`config.mk`:
```
export PLATFORM = sky130hd
export DESIGN_NAME = gyro_sample_sched
export DESIGN_NICKNAME = d
export VERILOG_FILES = /design/src/rtl/gyro_sample_sched.sv
export SDC_FILE = /design/constraint.sdc
export NUM_CORES = 1
export LEC_CHECK = 0
export BUFFER_PORTS_ARGS = -buffer_cell sky130_fd_sc_hd__buf_2
export CAP_MARGIN = 20
export CORE_ASPECT_RATIO = 0.8
export CORE_MARGIN = 3
export CORE_UTILIZATION = 45
export DETAILED_ROUTE_END_ITERATION = 10
export PLACE_DENSITY_LB_ADDON = 0.12
export SYNTH_ARGS = -nofsm -noshare
export SYNTH_HDL_FRONTEND = slang
export SYNTH_SLANG_ARGS = --single-unit
export TNS_END_PERCENT = 5
```
`constraint.sdc`:
```
create_clock -name CLK -period 9.5 [get_ports CLK]
set_clock_uncertainty 0.15 [all_clocks]
set_input_delay 1.425 -clock CLK [delete_from_list [all_inputs] [get_ports CLK]]
set_output_delay 1.425 -clock CLK [all_outputs]
set_load 0.05 [all_outputs]
```
`src/rtl/gyro_sample_sched.sv`:
```
// Periodic three-axis gyro read scheduler. Applies bias correction, saturation and a deadband,
// and estimates bias by averaging CAL_N samples on request.
module gyro_sample_sched #(
   parameter int PERIOD   = 50000,
   parameter int CAL_LOG2 = 4,
   parameter int DB_LO    = -42,
   parameter int DB_HI    = 10,
   parameter int TIMEOUT  = 1000
) (
   input  logic               CLK,
   input  logic               RST,
   input  logic               cal_start,
   input  logic               rd_ack,
   input  logic               rd_valid,
   input  logic signed [15:0] rd_data,
   output logic               rd_req,
   output logic signed [15:0] dx,
   output logic signed [15:0] dy,
   output logic signed [15:0] dz,
   output logic               sample_valid,
   output logic               cal_busy,
   output logic               overrun,
   output logic               timeout_err
);

   localparam int CNT_W = (PERIOD > 1) ? $clog2(PERIOD) : 1;
   localparam int WD_W  = $clog2(TIMEOUT + 1);
   localparam int CAL_N = 1 << CAL_LOG2;
   localparam int CC_W  = CAL_LOG2 + 1;

   typedef enum logic [1:0] {S_IDLE, S_REQ, S_RECV, S_PROC} state_t;

   state_t             r_state;
   logic [CNT_W-1:0]   r_cnt;
   logic [WD_W-1:0]    r_wd;
   logic [1:0]         r_axis;
   logic [CC_W-1:0]    r_cal_cnt;
   logic               r_cal_pend;
   logic               r_txn_cal;
   logic signed [15:0] r_raw  [3];
   logic signed [15:0] r_bias [3];
   logic signed [19:0] r_sum  [3];
   logic signed [15:0] r_out  [3];

   logic               w_tick;
   logic signed [15:0] w_v        [3];
   logic signed [19:0] w_sum_next [3];
   logic signed [15:0] w_bias_new [3];

   assign w_tick = (r_cnt == CNT_W'(PERIOD - 1));
   assign dx = r_out[0];
   assign dy = r_out[1];
   assign dz = r_out[2];

   for (genvar gi = 0; gi < 3; gi++) begin : g_axis
      logic signed [16:0] w_diff;
      logic signed [15:0] w_sat;
      assign w_diff = 17'(r_raw[gi]) - 17'(r_bias[gi]);
      assign w_sat  = (w_diff > 17'sd32767)  ? 16'sh7FFF :
                      (w_diff < -17'sd32768) ? 16'sh8000 : w_diff[15:0];
      assign w_v[gi] = (w_sat > DB_LO && w_sat < DB_HI) ? 16'sd0 : w_sat;
      assign w_sum_next[gi] = r_sum[gi] + 20'(r_raw[gi]);
      assign w_bias_new[gi] = 16'(w_sum_next[gi] >>> CAL_LOG2);
   end

   always_ff @(posedge CLK) begin
      if (RST) begin
         r_state      <= S_IDLE;
         r_cnt        <= '0;
         r_wd         <= '0;
         r_axis       <= '0;
         r_cal_cnt    <= '0;
         r_cal_pend   <= 1'b0;
         r_txn_cal    <= 1'b0;
         rd_req       <= 1'b0;
         sample_valid <= 1'b0;
         cal_busy     <= 1'b0;
         overrun      <= 1'b0;
         timeout_err  <= 1'b0;
         for (int i = 0; i < 3; i++) begin
            r_raw[i]  <= '0;
            r_bias[i] <= '0;
            r_sum[i]  <= '0;
            r_out[i]  <= '0;
         end
      end else begin
         sample_valid <= 1'b0;
         r_cnt        <= w_tick ? '0 : r_cnt + 1'b1;
         if (w_tick && r_state != S_IDLE)
            overrun <= 1'b1;

         case (r_state)
            S_IDLE: begin
               if (w_tick) begin
                  r_state   <= S_REQ;
                  rd_req    <= 1'b1;
                  r_wd      <= '0;
                  r_txn_cal <= r_cal_pend;
               end
            end
            S_REQ, S_RECV: begin
               // Watchdog abort drops the partial transaction before it can reach PROC
               if (r_wd == WD_W'(TIMEOUT - 1)) begin
                  timeout_err <= 1'b1;
                  rd_req      <= 1'b0;
                  r_state     <= S_IDLE;
               end else begin
                  r_wd <= r_wd + 1'b1;
                  if (r_state == S_REQ) begin
                     if (rd_ack) begin
                        rd_req  <= 1'b0;
                        r_axis  <= '0;
                        r_state <= S_RECV;
                     end
                  end else if (rd_valid) begin
                     for (int i = 0; i < 3; i++)
                        if (r_axis == 2'(i)) r_raw[i] <= rd_data;
                     r_axis <= r_axis + 1'b1;
                     if (r_axis == 2'd2) r_state <= S_PROC;
                  end
               end
            end
            S_PROC: begin
               r_state <= S_IDLE;
               if (r_txn_cal) begin
                  for (int i = 0; i < 3; i++) r_sum[i] <= w_sum_next[i];
                  if (r_cal_cnt == CC_W'(CAL_N - 1)) begin
                     for (int i = 0; i < 3; i++) r_bias[i] <= w_bias_new[i];
                     cal_busy   <= 1'b0;
                     r_cal_pend <= 1'b0;
                     r_txn_cal  <= 1'b0;
                     r_cal_cnt  <= '0;
                  end else begin
                     r_cal_cnt <= r_cal_cnt + 1'b1;
                  end
               end else begin
                  for (int i = 0; i < 3; i++) r_out[i] <= w_v[i];
                  sample_valid <= 1'b1;
               end
            end
            default: r_state <= S_IDLE;
         endcase

         // A new request restarts accumulation; an in-flight transaction is not counted
         if (cal_start) begin
            cal_busy   <= 1'b1;
            r_cal_pend <= 1'b1;
            r_txn_cal  <= 1'b0;
            r_cal_cnt  <= '0;
            for (int i = 0; i < 3; i++) r_sum[i] <= '0;
         end
      end
   end

endmodule

```
Word-level counts from Yosys, hierarchy flattened
Memory sizes are Yosys's and may differ from the RTL's.
Cells that the tools add are included.
{"block": "totals", "mem_bits_ro": 0, "ram_bits": 204, "ff_bits": 41, "latchBits": 0, "n_memories": 4}
{"block": "op_classes", "n_shift": 0, "reduce_logical": 24, "bitwise": 16, "mul": 0, "magnitude_cmp": 12, "eq_ne": 16, "n_addsub": 10, "mux": 90, "n_div": 0}
{"name": "r_sum", "words": 3, "word_bits": 20, "rd": 3, "rd_ports_with_merged_regs": 0, "wr": 3, "line": "42", "text": "logic signed [19:0] r_sum [3];"}
{"name": "r_bias", "words": 3, "word_bits": 16, "rd": 3, "rd_ports_with_merged_regs": 0, "wr": 3, "line": "41", "text": "logic signed [15:0] r_bias [3];"}
{"name": "r_out", "words": 3, "word_bits": 16, "rd": 3, "rd_ports_with_merged_regs": 0, "wr": 3, "line": "43", "text": "logic signed [15:0] r_out [3];"}
{"name": "r_raw", "words": 3, "word_bits": 16, "rd": 3, "rd_ports_with_merged_regs": 0, "wr": 3, "line": "40", "text": "logic signed [15:0] r_raw [3];"}
{"operator": "16-bit 2-to-1 mux", "count": 18}
{"operator": "20-bit 2-to-1 mux", "count": 6}
{"operator": "20-bit by 16-bit adder with 20-bit output", "count": 3}
{"operator": "17-bit by 16-bit greater-than comparator with 1-bit output, second input constant", "count": 3}
{"operator": "17-bit by 16-bit < comparator with 1-bit output, second input constant", "count": 3}
{"operator": "16-bit by 16-bit subtractor with 17-bit output", "count": 3}
{"operator": "1-bit 2-to-1 mux", "count": 50}
{"operator": "16-bit by 7-bit greater-than comparator with 1-bit output, second input constant", "count": 3}
{"operator": "16-bit by 5-bit < comparator with 1-bit output, second input constant", "count": 3}
{"operator": "10-bit 2-to-1 mux", "count": 2}
{"operator": "10-bit case mux with 2 select lines", "count": 1}
{"operator": "2-bit 2-to-1 mux", "count": 9}
{"operator": "16-bit by 1-bit adder with 16-bit output, second input constant", "count": 1}
{"operator": "16-bit equality test, second input constant", "count": 1}
{"operator": "1-bit bitwise OR", "count": 15}
{"operator": "2-bit nonzero test", "count": 7}
{"operator": "4-bit inequality test, second input constant", "count": 3}
{"operator": "4-bit AND reduction", "count": 3}
{"operator": "10-bit by 1-bit adder with 10-bit output, second input constant", "count": 1}
{"operator": "10-bit equality test, second input constant", "count": 1}
{"operator": "2-bit equality test, second input constant", "count": 3}
{"operator": "2-bit inequality test, second input constant", "count": 3}
{"operator": "3-bit inequality test, second input constant", "count": 2}
{"operator": "2-bit case mux with 3 select lines", "count": 1}
{"operator": "12 further kinds", "count": 23}

Logic depth before layout (Yosys ltp)
Gate-level depths: netlist (run 1).
{"block": "logic_depth", "ltp_word": 9, "mapped_depth": 13}

Worst setup path before layout (run 1)
Ideal clock, no wire load.
{"block": "synth_timing", "kind": "register to register", "startpoint": "reg r_state[0]", "endpoint": "mem r_bias[0][0], enable pin", "period_less_slack_ps": 3840, "setup_ps": 465, "path_stages_with_launch": 5, "t_arrival_ps": 3225, "setup_slack_ps": 5660, "cell_sequence": "dfxtp_1 -> ha_1 -> nand2_1 -> clkbuf_1 -> o21bai_1"}
{"item": "start, declared", "line": "33", "text": "state_t r_state;"}
{"item": "start signal, assigned", "line": "68", "text": "r_state <= S_IDLE;"}
{"item": "start signal, assigned", "line": "95", "text": "r_state <= S_REQ;"}
{"item": "start signal, assigned", "line": "106", "text": "r_state <= S_IDLE;"}
{"item": "end, declared", "line": "41"}

==> results.txt, run 1 <==
* Status: finished, final reports clean
- Clock buffer count from CTS: 28
* CTS sink cnt: 245
* Delay-heaviest family, CP: compound AO/OA/AOI/OAI gates
- The path with the worst hold slack has its endpoint at r_cal_cnt[4].
* Routability-driven placement congestion ratio: 0.8569
* DP Wirelength: 27.30 mm
* Switching power summed over all nets: 660.6 µW
* Power Density: 153.9 mW/mm²
- Root buffer selected by CTS: sky130_fd_sc_hd__clkbuf_16
- Series of cell instances along the critical path: ha_1, nor2b_1, o2111ai_1, a31oi_2, a211oi_2, o31a_1, xor2_1, maj3_2, a2111oi_4, nor4_1
- In this run the deepest clock path goes through 3 buffers.
* Reg2Reg Setup Slack: 5.49 ns
- H-tree levels: 1
- The min-delay analysis places its worst path in the category flip-flop to flip-flop.
* Number of max-capacitance violations reported: 0
* Clk network pwr share: 0.427
- In this run, synthesis produced a sequential element count of 245.
- Critical Path End Type: flip-flop
* Count of buffers added by post-CTS timing repair for setup: 0
- Internal power consumption: 1.913 mW
* Number of max-slew violations in the final report: 0
- Number of antenna violations at the first check in global routing: 1
* Post-route total power: 2.573 mW
- Leakage: 6.658 nW
- Leading cell type by number of instances after synthesis: sky130_fd_sc_hd__nor2_1
* Placed Instance Area: 0.01578 mm²
* Number of cells on the worst reg-to-reg path: 10
* Setup Slack @ Placement: 5.480 ns
- TritonCTS built the clock tree.
* # rows: 59
- Of the total power, registers draw 0.450.
* Synth top area share: 0.2882
- In this run, post-CTS repair resized a total of 0 instances.
- Residual DRC count: 0
- Startpoint type of the worst setup path: flip-flop
- Aggregate negative setup slack: 0 ns
* Slowest stage delay, CP: 0.77 ns
* Final non-filler cell area: 0.01672 mm²
* Die W: 210.1 µm
* Remaining antenna violation count: 0
- Count of yosys warnings during synthesis: 0
- At the worst endpoint, the arrival time is 4.12 ns.
- The initial utilization of the core area, before any placement, comes to 0.4587.
- In this run the most critical hold path is launched from r_cal_cnt[4].
- Setup violations remaining at the end of the flow were counted as 0.
- Of all cell types, the one taking the most synthesized area is sky130_fd_sc_hd__edfxtp_1.
- The count of cells in the finished layout, fillers not included, comes to 2,127.
* Overall overflow remaining after global route: 0
* Mapped Nets: 1,757
* Tmin final: 4.012 ns
- Of all nets on the critical path, the largest fanout is 16.
* Data required time of the worst path: 9.61 ns
- Signed area change from the synthesized netlist to the final layout: 11.45%
* Sequential share of the synthesized area: 0.4230
- Cell area after technology mapping: 0.01500 mm²
* Number of cells in the design after placement: 2,075
* Primary FF master, synth: sky130_fd_sc_hd__edfxtp_1
* Cell count after synthesis: 1,614
- The floorplan step set the die height to 169.3 µm.
- Setup slack of the critical path after layout: 5.488 ns
* Via Count: 11,890
* Pre-antenna DRT Iters: 5
- Nets: 1,821
* Overall routing resource usage: 0.2069
* Antenna diode count: 0
- After synthesis, the cell types taking the most area are sky130_fd_sc_hd__edfxtp_1 29%, sky130_fd_sc_hd__dfxtp_1 13%, sky130_fd_sc_hd__ha_1 9.7%.
- Vias per cell: 5.590
- The floorplan step defined a die boundary enclosing 0.03558 mm².
* Share of post-route cells with drive strength above 1: 0.09529
* Source of the worst register-to-register timing path: r_raw[0][33]
- Number of port buffers: 73
- The region available for standard cell placement spans 0.03270 mm².
- Number of buffers added to fix hold violations after cts: 0
- Number of enable-type register cells in the synthesized netlist: 144
* Slew at the pin closest to its max-slew limit: 1.034 ns
- The via count of the first global-routing pass came to 11,230.
- Final hold violations: 0
* End of the worst register-to-register path: r_out[0][33]
- Hold Path Stages: 2
- Of the total power, the share spent switching nets is 0.2567.
- The layout has 3,069 filler cells.
* Worst hold slack: 0.2833 ns
- Most frequent cells after synthesis: 222 x sky130_fd_sc_hd__nor2_1, 144 x sky130_fd_sc_hd__edfxtp_1, 142 x sky130_fd_sc_hd__a21oi_1
- Relative slew slack: 0.3067
- Pin count of the biggest net entering global routing: 78
* Max rail drop VDD: 125.8 µV
- Distinct cell type count of the synthesized netlist: 85
* Fraction of registers with async set/reset: 0
- A synthesized cell averages 9.295 µm².
- During I/O placement, the number of pins put on the boundary was 74.
- After detailed routing, the total wire length is 37.19 mm.
* Final clock period utilization by the worst path: 0.4223
* Slowest stage cell on the critical path: sky130_fd_sc_hd__a2111oi_4
* Portion of total power attributed to combinational logic: 0.124
- Highest achievable clock rate: 0.2493 GHz
- Routed length per instance: 17.48 µm
- Buffer and inverter count on the worst path: 0
- Clock-pin slew was measured on the worst setup and hold paths at 0.06 ns.
- RSZ-0062 raised after global routing: false
- Clock latency on the worst-skew pair, taken at its later pin, is 0.56 ns.
* Category of the critical setup timing path: flip-flop to flip-flop
- First-pass GRT wire length: 59.66 mm
- Violation count after the first detailed-route iteration: 743
- At the end of the flow the core is filled with cells to 0.5113.
==> area by class of cell <==
type	count	area [µm²]	area share
Multi-Input combinational cell	1223	8107	0.4848
Sequential cell	245	6346	0.3796
Clock buffer	41	832.0	0.04976
Tap cell	427	534.3	0.03195
Timing Repair Buffer	81	425.4	0.02544
Inverter	99	371.6	0.02223
Clock inverter	11	103.9	0.006211
==> layout by cell type (no fill, tap or decap), types with 6 or more instances in the layout <==
cell type / synthesis / final
sky130_fd_sc_hd__or3_1: 12 / 12
sky130_fd_sc_hd__o21bai_1: 13 / 12
sky130_fd_sc_hd__o211ai_1: 9 / 9
sky130_fd_sc_hd__o31ai_1: 8 / 8
sky130_fd_sc_hd__and2_1: 32 / 32
sky130_fd_sc_hd__nand2_1: 101 / 100
sky130_fd_sc_hd__fa_1: 6 / 6
sky130_fd_sc_hd__nand3_1: 34 / 34
sky130_fd_sc_hd__xnor2_1: 59 / 59
sky130_fd_sc_hd__dfxtp_1: 101 / 101
sky130_fd_sc_hd__a211oi_1: 22 / 22
sky130_fd_sc_hd__nand2b_1: 20 / 19
sky130_fd_sc_hd__and3_1: 7 / 7
sky130_fd_sc_hd__maj3_1: 16 / 16
sky130_fd_sc_hd__or2_2: 14 / 14
sky130_fd_sc_hd__edfxtp_1: 144 / 144
sky130_fd_sc_hd__a21o_1: 30 / 30
sky130_fd_sc_hd__nor4_1: 9 / 9
sky130_fd_sc_hd__nor2_1: 222 / 222
sky130_fd_sc_hd__a21oi_1: 142 / 142
sky130_fd_sc_hd__clkbuf_1: 37 / 7
sky130_fd_sc_hd__nor3_1: 77 / 77
sky130_fd_sc_hd__clkbuf_16: 0 / 30
sky130_fd_sc_hd__o21ai_0: 54 / 54
sky130_fd_sc_hd__buf_4: 1 / 8
sky130_fd_sc_hd__ha_1: 116 / 116
sky130_fd_sc_hd__buf_2: 5 / 73
sky130_fd_sc_hd__a31oi_1: 12 / 12
sky130_fd_sc_hd__nor2b_1: 21 / 21
sky130_fd_sc_hd__inv_1: 99 / 99
sky130_fd_sc_hd__nand4_1: 14 / 14
sky130_fd_sc_hd__o21a_1: 29 / 29
sky130_fd_sc_hd__xor2_1: 39 / 39
==> kinds of logic (layout without fill, tap and decap cells) <==
kind of cell,Yosys count,after routing,synth area share
adders and majority gates,139,139,0.1162
and+or+nand+nor,591,591,0.1889
xor gates and xnor gates,99,99,0.05830
muxes,5,5,0.003336
buffers and inverters,146,232,0.03770
DFF,245,245,0.4230
AOI/OAI and AO/OA,389,389,0.1726
==> power by group through the flow <==
stage / logic, mW / registers, mW / clock network [mW]
global placement: 0.315 / 1.18 / 0
floorplan: 0.220 / 1.20 / 0
detailed placement: 0.315 / 1.18 / 0
finish: 0.318 / 1.16 / 1.10
global route: 0.352 / 1.16 / 1.17
CTS: 0.317 / 1.16 / 1.12
==> routing by layer <==
layer | track usage | up-vias | part of all wire
met5 | 0 | - | 0
met4 | 0.04512 | 0 | 0.020
li1 | - | 5952 | -
met2 | 0.3277 | 228 | 0.44
met1 | 0.3020 | 5663 | 0.50
met3 | 0.03105 | 46 | 0.046
==> sequential cells by signal (all words and copies together), names as in the netlist <==
signal / count
rd_req: 1
r_cal_cnt: 5
r_wd: 10
r_raw: 48
r_state: 2
overrun: 1
r_bias: 48
sample_valid: 1
r_out: 48
r_axis: 2
r_cal_pend: 1
timeout_err: 1
r_sum: 60
r_cnt: 16
r_txn_cal: 1
==> worst register-to-register path, cell delays in order (launching register included) <==
cell and delay [ns]:
sky130_fd_sc_hd__edfxtp_1 0.45, sky130_fd_sc_hd__ha_1 0.31, sky130_fd_sc_hd__nor2b_1 0.14, sky130_fd_sc_hd__o2111ai_1 0.30, sky130_fd_sc_hd__a31oi_2 0.17, sky130_fd_sc_hd__a211oi_2 0.38, sky130_fd_sc_hd__o31a_1 0.24, sky130_fd_sc_hd__xor2_1 0.25
sky130_fd_sc_hd__maj3_2 0.41, sky130_fd_sc_hd__a2111oi_4 0.77, sky130_fd_sc_hd__nor4_1 0.14
==> worst max path at each step <==
stage | cells after the start | end | start | slack (ns)
6_report | 10 | r_out[0][33] | r_raw[0][33] | 5.49
5_1_grt | 10 | r_out[0][1] | r_raw[0][1] | 5.04
4_1_cts | 12 | r_out[0][9] | r_raw[0][0] | 5.46
3_5_place_dp | 10 | r_out[0][33] | r_raw[0][33] | 5.48
3_3_place_gp | 10 | r_out[0][44] | r_raw[0][33] | 5.59
2_1_floorplan | 4 | r_bias[0][0] | r_state[0] | 5.66
(Power assumes the default switching activity.)
==> run 2: changes to the inputs <==
==> constraint.sdc (replaced) <==
create_clock -name CLK -period 3.7 [get_ports CLK]
set_clock_uncertainty 0.15 [all_clocks]
set_input_delay 0.555 -clock CLK [delete_from_list [all_inputs] [get_ports CLK]]
set_output_delay 0.555 -clock CLK [all_outputs]
set_load 0.05 [all_outputs]
==> run 2 against run 1 <==
Compared with the run above:
- global-route usage grew 0.15 points
- first-iteration DRC count rose by 16%
- critical path depth is 1 higher
- sequential cell count is the same
- sequential share of layout area down 0.63 points
- combinational power rose to 2.7 times the previous value
- die area stayed put
- final cell count is 1.1% higher
- non-clock buffer count up 23
- critical endpoint is now r_out[0][35]
==> results.txt, run 2 (synthesis results as in run 1) <==
- In the finished design, the share of the clock period the worst path needs comes to 0.9573.
* End of the worst register-to-register path: r_out[0][35]
- Signed area change from the synthesized netlist to the final layout: 13.33%
* DP Wirelength: 27.45 mm
- Status: finished, final reports clean
- # rows: 59
* Signal arrival time at the worst endpoint: 3.75 ns
- STA classifies the critical path endpoint as a flip-flop.
- Commonest non-fill, non-tap cells in the layout: 222 x sky130_fd_sc_hd__nor2_1, 144 x sky130_fd_sc_hd__edfxtp_1, 142 x sky130_fd_sc_hd__a21oi_1, 116 x sky130_fd_sc_hd__ha_1, 101 x sky130_fd_sc_hd__dfxtp_1
- Routed length per instance: 17.34 µm
- Number of cells on the worst reg-to-reg path: 11
* Register bank with the most flops: r_sum
* Slew at the pin closest to its max-slew limit: 0.9434 ns
- The share of total power dissipated in sequential elements is 0.447.
- At the end of routability-driven placement, the weighted congestion stood at 0.8620.
- Most common cell after layout, fill and taps aside: sky130_fd_sc_hd__nor2_1
- Source of the worst register-to-register timing path: r_raw[0][35]
* Number of antenna violations at the first check in global routing: 3
- The highest metal layer carrying signal wires in the routed design is met5.
- Worst hold slack: 0.2787 ns
- Power Density: 390.9 mW/mm²
* Number of max-capacitance violations reported: 0
- Measured against its own limit, the worst slew margin works out to 0.3698.
* Worst-path maximum fanout: 12
- Highest achievable clock rate: 0.2823 GHz
- STA classifies the critical path startpoint as a flip-flop.
- Setup violations remaining at the end of the flow were counted as 0.
- The clock reaches the later pin of the worst-skew pair after 0.56 ns.
* Placed Instance Area: 0.01597 mm²
- The routed layout has 11,960 vias.
* Switching power summed over all nets: 1.768 mW
* Tightest Hold Check Type: input port to flip-flop
- The multi-input combinational cells in the finished layout cover a total of 0.008198 mm².
- Area taken by flip-flops and latches: 0.006346 mm²
- After layout, the worst setup slack is 0.1581 ns.
* Clk network pwr share: 0.424
- Switching fraction of total power: 0.2659
* Residual DRC count: 0
* Met1 routed wirelength after detailed routing: 18.31 mm
- TritonCTS built the clock tree.
- The via count of the first global-routing pass was 11,500.
* Category of the critical setup timing path: flip-flop to flip-flop
* Number of flip-flops in the largest register: 60
* Data required time of the worst path: 3.91 ns
* Die boundary height: 169.3 µm
- Capture endpoint of the worst hold path: r_sum[0][11]
* Hold Path Stages: 3
- The die is 210.1 µm wide.
- Entering global routing, the biggest net connects 46 pins.
* Tmin final: 3.542 ns
- Dividing the detail-routed via count by the number of cells gives 5.560.
- The final layout contains routed wiring with a total length of 37.30 mm.
* Number of max-slew violations in the final report: 0
- After layout, the design draws a total of 6.646 mW.
* Critical path origin: r_raw[0][35]
- After detailed routing, the met2 layer carries 16.25 mm of wire.
* I/O pin cnt: 74
- The share of total power dissipated in combinational logic is 0.129.
* Violation count after the first detailed-route iteration: 865
* Clock buffer count from CTS: 28
* Leakage: 6.788 nW
- Fill cells in the final layout number 3,002.
* Pre-antenna DRT Iters: 5
- H-tree levels: 1
- Total Die Area: 0.03558 mm²
- Max rail drop VDD: 361.4 µV
- Global routing finished with a remaining overflow of 0.
- Setup Slack @ Placement: 0.1230 ns
- Buffer levels on the longest clock path: 3
* Hold path startpoint: cal_start
* Root buffer selected by CTS: sky130_fd_sc_hd__clkbuf_16
* Final hold violations: 0
- RSZ-0062 raised after global routing: true
* Initial core utilization: 0.4587
- Reg2Reg Setup Slack: 0.16 ns
- Remaining antenna violation count: 0
- Nets: 1,844
* Core area: 0.03270 mm²
* Internal power consumption: 4.879 mW
* First-pass GRT wire length: 60.26 mm
- Final non-filler cell area: 0.01700 mm²
- In this run the post-CTS setup repair buffer count came out at 0.
* Clock-pin slew on the worst setup and hold paths: 0.06 ns
- Number of port buffers: 73
* Post-layout util: 0.5199
- In the final layout, the share of cells above drive strength 1 is 0.1178.
- In the global route stage, overall resource usage came out at 0.2084.
* Met3 WL post-DR: 1.898 mm
- The clock drives 245 sinks.
run 2: layout make-up:
| type | count | share of cell area |
|---|---|---|
| antenna | 1 | 0.0001472 |
| clock buffer | 35 | 0.04578 |
| clock inverter | 17 | 0.009199 |
| inverter | 99 | 0.02186 |
| multi-input combinational | 1223 | 0.4822 |
| sequential | 245 | 0.3733 |
| tap | 427 | 0.03142 |
| timing repair buffer | 104 | 0.03613 |
run 2: timing repair:
item / in CTS / in global routing
hold buffers: 0 / 0
setup endpoints to repair: 0 / 50
resized for setup: 0 / 16
run 2: how the worst max path moves through the flow:
stage	end	cells after the start
4_1_cts	r_out[0][1]	10
5_1_grt	r_out[0][32]	11
3_3_place_gp	r_bias[0][46]	11
6_report	r_out[0][35]	11
2_1_floorplan	r_out[0][21]	11
3_5_place_dp	r_out[0][12]	10
run 2: metrics by stage:
stage               setup TNS [ns]  cells
floorplan                        0   1614
global route              -0.02986   2150
finish                           0   2151
global placement                 0   2098
detailed placement               0   2098
CTS                              0   2150
run 2: routing by layer:
metal  up-vias  track usage
met5         -            0
met4         2      0.05127
met3        55      0.03197
met2       256       0.3239
met1      5664       0.3066
li1       5983            -
run 2: critical path, cell delays in order (launching register included):
cell and delay [ns]:
sky130_fd_sc_hd__edfxtp_1 0.50, sky130_fd_sc_hd__ha_1 0.44, sky130_fd_sc_hd__a21o_1 0.14, sky130_fd_sc_hd__nand2_1 0.10, sky130_fd_sc_hd__a31oi_2 0.29, sky130_fd_sc_hd__a211oi_2 0.12
sky130_fd_sc_hd__o31a_1 0.30, sky130_fd_sc_hd__xor2_1 0.17, sky130_fd_sc_hd__buf_4 0.19, sky130_fd_sc_hd__nor2_1 0.51, sky130_fd_sc_hd__a21o_1 0.16, sky130_fd_sc_hd__nor4b_1 0.26
run 2: power groups by stage:
| stage | Sequential, mW | Combinational, mW | Clock, mW |
|---|---|---|---|
| 3_3_place_gp | 3.03 | 0.834 | 0 |
| 5_1_grt | 2.98 | 0.945 | 2.99 |
| 2_1_floorplan | 3.09 | 0.566 | 0 |
| 4_1_cts | 2.97 | 0.841 | 2.88 |
| 3_5_place_dp | 3.03 | 0.836 | 0 |
| 6_report | 2.97 | 0.855 | 2.82 |
